## config.mk

```make
export PLATFORM = sky130hd
export DESIGN_NAME = alu_cmd_driver
export DESIGN_NICKNAME = d
export VERILOG_FILES = /design/src/rtl/alu_cmd_driver.sv
export SDC_FILE = /design/constraint.sdc
export NUM_CORES = 1
export LEC_CHECK = 0
export CAP_MARGIN = 25
export CORE_MARGIN = 2
export CORE_UTILIZATION = 45
export DETAILED_ROUTE_END_ITERATION = 8
export MAX_ROUTING_LAYER = met4
export PLACE_DENSITY = 0.7
export RECOVER_POWER = 100
export SYNTH_ARGS = -nofsm -noshare
export SYNTH_HDL_FRONTEND = slang
export SYNTH_SLANG_ARGS = --single-unit
```

## constraint.sdc

```tcl
create_clock -name clk -period 3.3 [get_ports clk]
set_input_delay 0.33 -clock clk [delete_from_list [all_inputs] [get_ports clk]]
set_output_delay 0.33 -clock clk [all_outputs]
set_load 0.005 [all_outputs]
```

## src/rtl/alu_cmd_driver.sv

```systemverilog
// Command sequencer for a combinational ALU: registers one command, waits SETTLE cycles,
// samples the result into a response FIFO. Optional result checker under `ALU_CHECK_EN`.
module alu_cmd_driver #(
    parameter int SETTLE     = 2,
    parameter int FIFO_DEPTH = 4
) (
    input  logic       clk,
    input  logic       rst_n,
    input  logic       ena,
    input  logic       cmd_valid,
    output logic       cmd_ready,
    input  logic [3:0] cmd_a,
    input  logic [3:0] cmd_b,
    input  logic [2:0] cmd_op,
    output logic [7:0] alu_operands,
    output logic [2:0] alu_op,
    input  logic [7:0] alu_result,
    output logic       rsp_valid,
    input  logic       rsp_ready,
    output logic [7:0] rsp_data,
    output logic [2:0] rsp_op,
    output logic       rsp_err,
    output logic       busy,
    output logic [1:0] fsm_state
);

    // Handshakes: a transfer happens on a posedge where valid and ready are both high;
    // ready never depends on valid, and a producer holds its payload until the transfer.

    localparam int PTR_W = (FIFO_DEPTH > 1) ? $clog2(FIFO_DEPTH) : 1;
    localparam logic [PTR_W-1:0] PTR_ONE   = PTR_W'(1);
    localparam logic [PTR_W:0]   CNT_ONE   = (PTR_W + 1)'(1);
    localparam logic [PTR_W:0]   CNT_FULL  = (PTR_W + 1)'(FIFO_DEPTH);
    localparam logic [3:0]       WAIT_LOAD = 4'(SETTLE - 1);

    typedef enum logic [1:0] {
        ST_IDLE   = 2'd0,
        ST_WAIT   = 2'd1,
        ST_SAMPLE = 2'd2
    } state_t;

    state_t           state;
    state_t           state_nxt;
    logic [3:0]       wait_cnt;
    logic             accept;
    logic             push;
    logic             pop;
    logic             fifo_full;

    logic [10:0]      fifo_mem [FIFO_DEPTH];
    logic [PTR_W-1:0] wr_ptr;
    logic [PTR_W-1:0] rd_ptr;
    logic [PTR_W:0]   fifo_cnt;
    logic [10:0]      head;

    // ---------------- FSM: state register ----------------
    always_ff @(posedge clk) begin
        if (!rst_n) begin
            state <= ST_IDLE;
        end else begin
            state <= state_nxt;
        end
    end

    // ---------------- FSM: next state ----------------
    always_comb begin
        state_nxt = state;
        case (state)
            ST_IDLE:   if (accept) state_nxt = ST_WAIT;
            ST_WAIT:   if (wait_cnt == 4'd0) state_nxt = ST_SAMPLE;
            ST_SAMPLE: if (push) state_nxt = ST_IDLE;
            default:   state_nxt = ST_IDLE;
        endcase
    end

    // ---------------- FSM: outputs ----------------
    always_comb begin
        cmd_ready = (state == ST_IDLE) && ena;
        busy      = (state != ST_IDLE);
        fsm_state = state;
        accept    = cmd_valid && cmd_ready;
        pop       = rsp_valid && rsp_ready;
        // A full FIFO still has room this cycle if the head leaves at the same edge.
        push      = (state == ST_SAMPLE) && (!fifo_full || pop);
    end

    // ---------------- settle counter ----------------
    always_ff @(posedge clk) begin
        if (!rst_n) begin
            wait_cnt <= 4'd0;
        end else if (accept) begin
            wait_cnt <= WAIT_LOAD;
        end else if ((state == ST_WAIT) && (wait_cnt != 4'd0)) begin
            wait_cnt <= wait_cnt - 4'd1;
        end
    end

    // ---------------- ALU operand registers ----------------
    always_ff @(posedge clk) begin
        if (!rst_n) begin
            alu_operands <= 8'h00;
            alu_op       <= 3'b000;
        end else if (accept) begin
            alu_operands <= {cmd_b, cmd_a};
            alu_op       <= cmd_op;
        end
    end

    // ---------------- response FIFO ----------------
    assign fifo_full = (fifo_cnt == CNT_FULL);
    assign rsp_valid = (fifo_cnt != '0);
    assign head      = fifo_mem[rd_ptr];

    always_ff @(posedge clk) begin
        if (!rst_n) begin
            wr_ptr   <= '0;
            rd_ptr   <= '0;
            fifo_cnt <= '0;
        end else begin
            if (push) wr_ptr <= wr_ptr + PTR_ONE;
            if (pop)  rd_ptr <= rd_ptr + PTR_ONE;
            case ({push, pop})
                2'b10:   fifo_cnt <= fifo_cnt + CNT_ONE;
                2'b01:   fifo_cnt <= fifo_cnt - CNT_ONE;
                default: fifo_cnt <= fifo_cnt;
            endcase
        end
    end

    always_ff @(posedge clk) begin
        if (rst_n && push) begin
            fifo_mem[wr_ptr] <= {alu_op, alu_result};
        end
    end

    // Payload is forced to zero while empty so stale entries never show on the port.
    assign rsp_data = rsp_valid ? head[7:0]  : 8'h00;
    assign rsp_op   = rsp_valid ? head[10:8] : 3'b000;

`ifdef ALU_CHECK_EN
    logic [7:0] opnd_a;
    logic [7:0] opnd_b;
    logic [7:0] exp_result;
    logic       sample_err;
    logic       err_mem [FIFO_DEPTH];

    assign opnd_a = {4'b0000, alu_operands[3:0]};
    assign opnd_b = {4'b0000, alu_operands[7:4]};

    always_comb begin
        exp_result = 8'h00;
        case (alu_op)
            3'b000:  exp_result = opnd_a + opnd_b;
            3'b001:  exp_result = opnd_a - opnd_b;
            3'b010:  exp_result = opnd_a & opnd_b;
            3'b011:  exp_result = opnd_a | opnd_b;
            3'b100:  exp_result = opnd_a ^ opnd_b;
            3'b101:  exp_result = ~opnd_a;
            3'b110:  exp_result = opnd_a >> 1;
            default: exp_result = opnd_a << 1;
        endcase
    end

    assign sample_err = (alu_result != exp_result);

    always_ff @(posedge clk) begin
        if (rst_n && push) begin
            err_mem[wr_ptr] <= sample_err;
        end
    end

    assign rsp_err = rsp_valid && err_mem[rd_ptr];
`else
    assign rsp_err = 1'b0;
`endif

endmodule

```

==> results of run 1 <==
[layer usage]
layer  vias to the layer above  wire (µm)  part of all wire (%)  global-route usage [%]
met1                       830       2131                    44                   18.62
met5                         -          0                     0                       -
met4                         0         49                   1.0                   5.279
met3                         8        315                   6.5                   4.847
li1                        857          -                     -                       -
met2                        52       2345                    48                   23.61
[how the worst max path moves through the flow]
stage                             end  cells past startpoint    startpoint
after floorplan           fifo_cnt[2]                      7  fsm_state[0]
after global routing      rsp_data[1]                      3     flip-flop
after detailed placement  fifo_cnt[2]                      7     rsp_ready
after global placement    fifo_cnt[2]                      7     rsp_ready
after CTS                 rsp_data[1]                      3     flip-flop
final                     rsp_data[1]                      3     flip-flop
[per-stage QoR]
| stage | util (%) | power [mW] | instance area (µm²) | std cells | hold slack (ns) |
|---|---|---|---|---|---|
| floorplan | - | 1.354 | 2844 | 209 | 0.4289 |
| global placement | 56.21 | 1.593 | 3387 | 325 | 0.4403 |
| detailed placement | 56.21 | 1.603 | 3387 | 325 | 0.4469 |
| CTS | 60.15 | 2.420 | 3625 | 341 | 0.4558 |
| global route | 59.99 | 2.448 | 3615 | 341 | 0.4718 |
| finish | 59.99 | 2.327 | 3615 | 341 | 0.4516 |
[state kept, by name (all words and copies together), names as in the netlist, named ones only]
signal	cells
alu_op	3
alu_operands	8
fifo_cnt	3
fifo_mem	44
fsm_state	2
rd_ptr	2
wait_cnt	4
wr_ptr	2
[worst max-delay path: stages (launching register included)]
cell,delay (ns)
dfxtp_1,0.80
mux4_2,0.59
and2_1,0.18
dlygate4sd3_1,0.57
[cells by family after synthesis]
family                   Yosys count  synth area share [%]
adder cells (fa/ha/maj)            6                 2.904
other                              1                0.1319
buffers and inverters             18                 2.991
AO/OA/AOI/OAI                     24                 5.367
multiplexers                      11                 8.711
XOR/XNOR                           5                 1.540
AND/OR/NAND/NOR                   74                 13.60
flip-flops                        70                 64.76
[cell usage after synthesis (all sizes together)]
library cell,number,area [µm²]
o311a,1,10.01
a31oi,1,6.260
nor2b,1,6.260
clkbuf,5,28.77
ha,5,62.56
or3,2,17.52
o31ai,1,7.510
a21o,1,7.510
and3,6,42.54
edfxtp,44,1321
nor2,11,41.29
xnor2,1,8.760
or3b,2,17.52
nand3,7,35.03
nor4b,1,8.760
buf,4,22.52
xor2,4,35.03
and2,13,81.33
inv,9,33.78
nor3,4,25.02
o21a,1,7.510
nand2b,1,6.260
a21oi,12,60.06
and3b,1,8.760
o2111ai,1,8.760
o21ba,1,10.01
nand2,24,90.09
dfxtp,26,520.5
fa,1,20.02
conb,1,3.750
a211oi,2,15.01
mux4,11,247.7
o21ai,2,10.00
o32a,1,10.01
nor4,1,6.260
[area by class of cell]
cell class,instances,area [µm²]
repair buffers,50,500.5
fillers,506,2411
inverters,9,33.78
multi-input cells,121,907.1
well taps,75,93.84
clock inverters,6,110.1
flip-flops and latches,70,1842
clock buffers,10,127.6
[power by group]
| part | total, mW | internal (mW) | switching (mW) |
|---|---|---|---|
| Combinational | 0.476 | 0.290 | 0.186 |
| Clock | 0.807 | 0.501 | 0.306 |
| Sequential | 1.04 | 0.970 | 0.0738 |
| Total | 2.33 | 1.76 | 0.566 |
==> impl_metrics.yaml, run 1 <==
final_layout:
  area_delta_synth_final_pct: 27.10
  fin_nets: 291
  layout-drive-gt1-share_pct: 10.15
  diodes: 0
  final_cell_mix: "edfxtp_1 (44), dlygate4sd3_1 (36), dfxtp_1 (26)"
  final_common_cell: "edfxtp_1"
cts:
  cts_tree: "done"
  clock-sinks: 70
  cts-buffers-inserted: 9
  cts_resized: 0
  cts_root_buf: "clkbuf_8"
  cts_hold_buffers: 0
  htree_levels: 3
  clock_latency_ns: 0.33
  cts_buffer_depth: 2
  cts.clk_slew.worst_paths_ns: 0.07
  cts_setup_buffers: 0
routing:
  drc_errors: 0
  wire_per_inst_um: 14.20
  vias: 1747
  vias_per_cell: 5.123
  wl_um: 4842
  drtIter0Drc: 58
  drt_first_pass_iters: 4
  antenna_left: 0
logic_synthesis:
  yosys_register_bits: 70
  synthCells: 209
  synth.distinct_cells: 41
  synth_area_um2: 2844
  synth_warnings: 0
  synth-seq-area-share_pct: 64.76
  syn-num-nets: 239
  synth_area_per_cell_um2: 13.61
grt:
  grt_pass1_vias: 1706
  grt_max_degree: 22
  antenna_found_initial: 0
  grt_pass1_wl_um: 7914
  track_usage_pct: 15.07
  grt_overflow: 0
timing:
  finalSetupViolations: 0
  hold_viol_final: 0
  slew_viol_final: 0
  finalCritPeriodShare_pct: 84.48
  slew_headroom_pct: 51.12
  finalSetupTns_ns: 0
  period_needed_ns: 2.788
  max_freq_mhz: 358.7
  clock_skew_ns: 0.005051
  rsz0062_at_grt: "false"
  worst_slack_ns: 0.5122
  max_slew.worst_pin.slew_ns: 0.7323
setup_path:
  crit_required_ns: 2.97
  reg2reg_depth: 7
  critPathKind: "flip-flop to primary output"
  crit_path_max_fanout: 11
  timing.reg2reg.setup_slack_ns: 0.74
  startpoint_type: "flip-flop"
  reg2reg_from: "fifo_cnt[0]"
  cp-end-kind: "primary output"
  crit_arrival_ns: 2.46
  r2r_end: "fifo_cnt[2]"
floorplanning:
  die_y_um: 83.50
  initial_core_util_pct: 47.20
  rows: 28
  die_w_um: 83.50
  dieArea_um2: 6972
  core_um2: 6026
  ioPinCount: 52
run_status:
  status: "completed"
power_and_ir_drop:
  p_leak_nw: 1.320
  peakVddDrop_v: 0.0003435
  powerDensity_nw_per_um2: 643.8
place:
  port-buffer-count: 50
  post-place-ws_ns: 0.7732
  dp_hpwl_um: 3188
  globalplace.congestion: 0.6799
worst_hold_path:
  hp-start: "alu_operands[5]"
  hold_path_depth: 2
  hp-class: "flip-flop to flip-flop"
  hold_path_end: "alu_operands[5]"
flow_run:
  cap_viol_max_count: 0
Note: power is estimated with default switching activity, not from simulation.
==> run 2, diff against run 1 <==
- clock period: 3.3 -> 2.8 ns (I/O delays scaled with it)
==> run 2 against run 1 <==
Cell area shrank 0.38%. Total power grew 14%. Clock power grew 3.5%. Sequential power grew 14%. Largest cell class unchanged.
==> impl_metrics.yaml, run 2 (synthesis results as in run 1) <==
run_status:
  status: "completed"
final_layout:
  design_area_um2: 3601
  utilization_pct: 59.76
  final_cell_mix: "edfxtp_1 (44), dlygate4sd3_1 (34), dfxtp_1 (26)"
  final_common_cell: "edfxtp_1"
  reg_top3: "fifo_mem (44), alu_operands (8), wait_cnt (4)"
  area_delta_synth_final_pct: 26.62
  layout-drive-gt1-share_pct: 10.07
  fin_cells: 343
  fin_nets: 293
  regMostFlops: "fifo_mem"
  largest_reg_flops: 44
  diodes: 0
power_and_ir_drop:
  p_leak_nw: 1.316
  power_mw: 2.656
  powerDensity_nw_per_um2: 737.7
  peakVddDrop_v: 0.0004243
place:
  dp_hpwl_um: 3258
  dp_cells: 327
  port-buffer-count: 50
  placed_cell_area_um2: 3402
  globalplace.congestion: 0.7612
  post-place-ws_ns: 0.5659
timing:
  period_needed_ns: 2.437
  hold_viol_final: 0
  slew_viol_final: 0
  clock_skew_ns: 0.004619
  max_slew.worst_pin.slew_ns: 0.6875
  finalSetupViolations: 0
  worst_slack_ns: 0.3629
  finalCritPeriodShare_pct: 87.04
  slew_headroom_pct: 54.12
  max_freq_mhz: 410.3
  finalSetupTns_ns: 0
  rsz0062_at_grt: "false"
  timing.hold.ws_ns: 0.4558
cts:
  clock_latency_ns: 0.34
  cts.clk_slew.worst_paths_ns: 0.07
  cts_hold_buffers: 0
  cts_tree: "done"
  cts_setup_buffers: 0
  cts_buffer_depth: 2
  cts_root_buf: "clkbuf_8"
  clock-sinks: 70
  cts_resized: 0
  htree_levels: 3
  cts-buffers-inserted: 9
floorplanning:
  die_y_um: 83.50
  dieArea_um2: 6972
  ioPinCount: 52
  die_w_um: 83.50
  core_um2: 6026
  initial_core_util_pct: 47.20
  rows: 28
setup_path:
  cp-end-kind: "primary output"
  crit_required_ns: 2.52
  startpoint_type: "flip-flop"
  critPathKind: "flip-flop to primary output"
  crit_path_max_fanout: 11
  crit_arrival_ns: 2.16
grt:
  track_usage_pct: 15.39
  grt_max_degree: 22
  grt_pass1_wl_um: 7941
  antenna_found_initial: 0
  grt_overflow: 0
  grt_pass1_vias: 1686
routing:
  vias: 1714
  drtIter0Drc: 74
  wl_um: 4939
  drc_errors: 0
  antenna_left: 0
  wire_per_inst_um: 14.40
  vias_per_cell: 4.997
  drt_first_pass_iters: 4
flow_run:
  cap_viol_max_count: 0
worst_hold_path:
  hp-class: "flip-flop to flip-flop"
[run 2: cell count changes in the layout (fill, tap and decap cells not counted), moves of 2 or more]
cell	before	now
clkinv_1	0	3
buf_4	0	2
clkdlybuf4s50_1	14	16
clkinvlp_4	2	0
dlygate4sd3_1	36	34
[run 2: where the power goes]
part	internal (mW)	switching [mW]
registers	1.14	0.0507
clock network	0.491	0.344
logic	0.366	0.260
total	2.00	0.655
[run 2: area by class of cell]
type | instances | area, µm²
clock buffer | 10 | 127.6
clock inverter | 6 | 76.32
fill | 478 | 2425
inverter | 9 | 33.78
multi-input combinational | 121 | 912.1
sequential | 70 | 1842
tap | 75 | 93.84
timing repair buffer | 52 | 515.5
[run 2: final timing paths]
| check | from | end | slack (ns) | cells past startpoint |
|---|---|---|---|---|
| worst min register to register | alu_operands[0] | alu_operands[0] | 0.46 | 2 |
| worst max register to register | fifo_cnt[0] | fifo_cnt[2] | 0.54 | 7 |
| worst max-delay path | flip-flop | rsp_data[5] | 0.36 | 4 |
| worst min-delay path | alu_operands[0] | alu_operands[0] | 0.46 | 2 |
[run 2: worst max-delay path, stage by stage, from the launching register on]
cell and delay, ns:
dfxtp_1 0.31, buf_4 0.24, mux4_2 0.54, and2_1 0.16, dlygate4sd3_1 0.56
[run 2: per-layer routing]
metal  vias to the layer above  wire length, µm  GRT usage, %  part of all wire, %
met5                         -                0             -                    0
met4                         0               76         6.158                  1.5
met3                         8              280         4.946                  5.7
met2                        50             2403         24.34                   49
met1                       792             2177         18.46                   44
li1                        864                -             -                    -
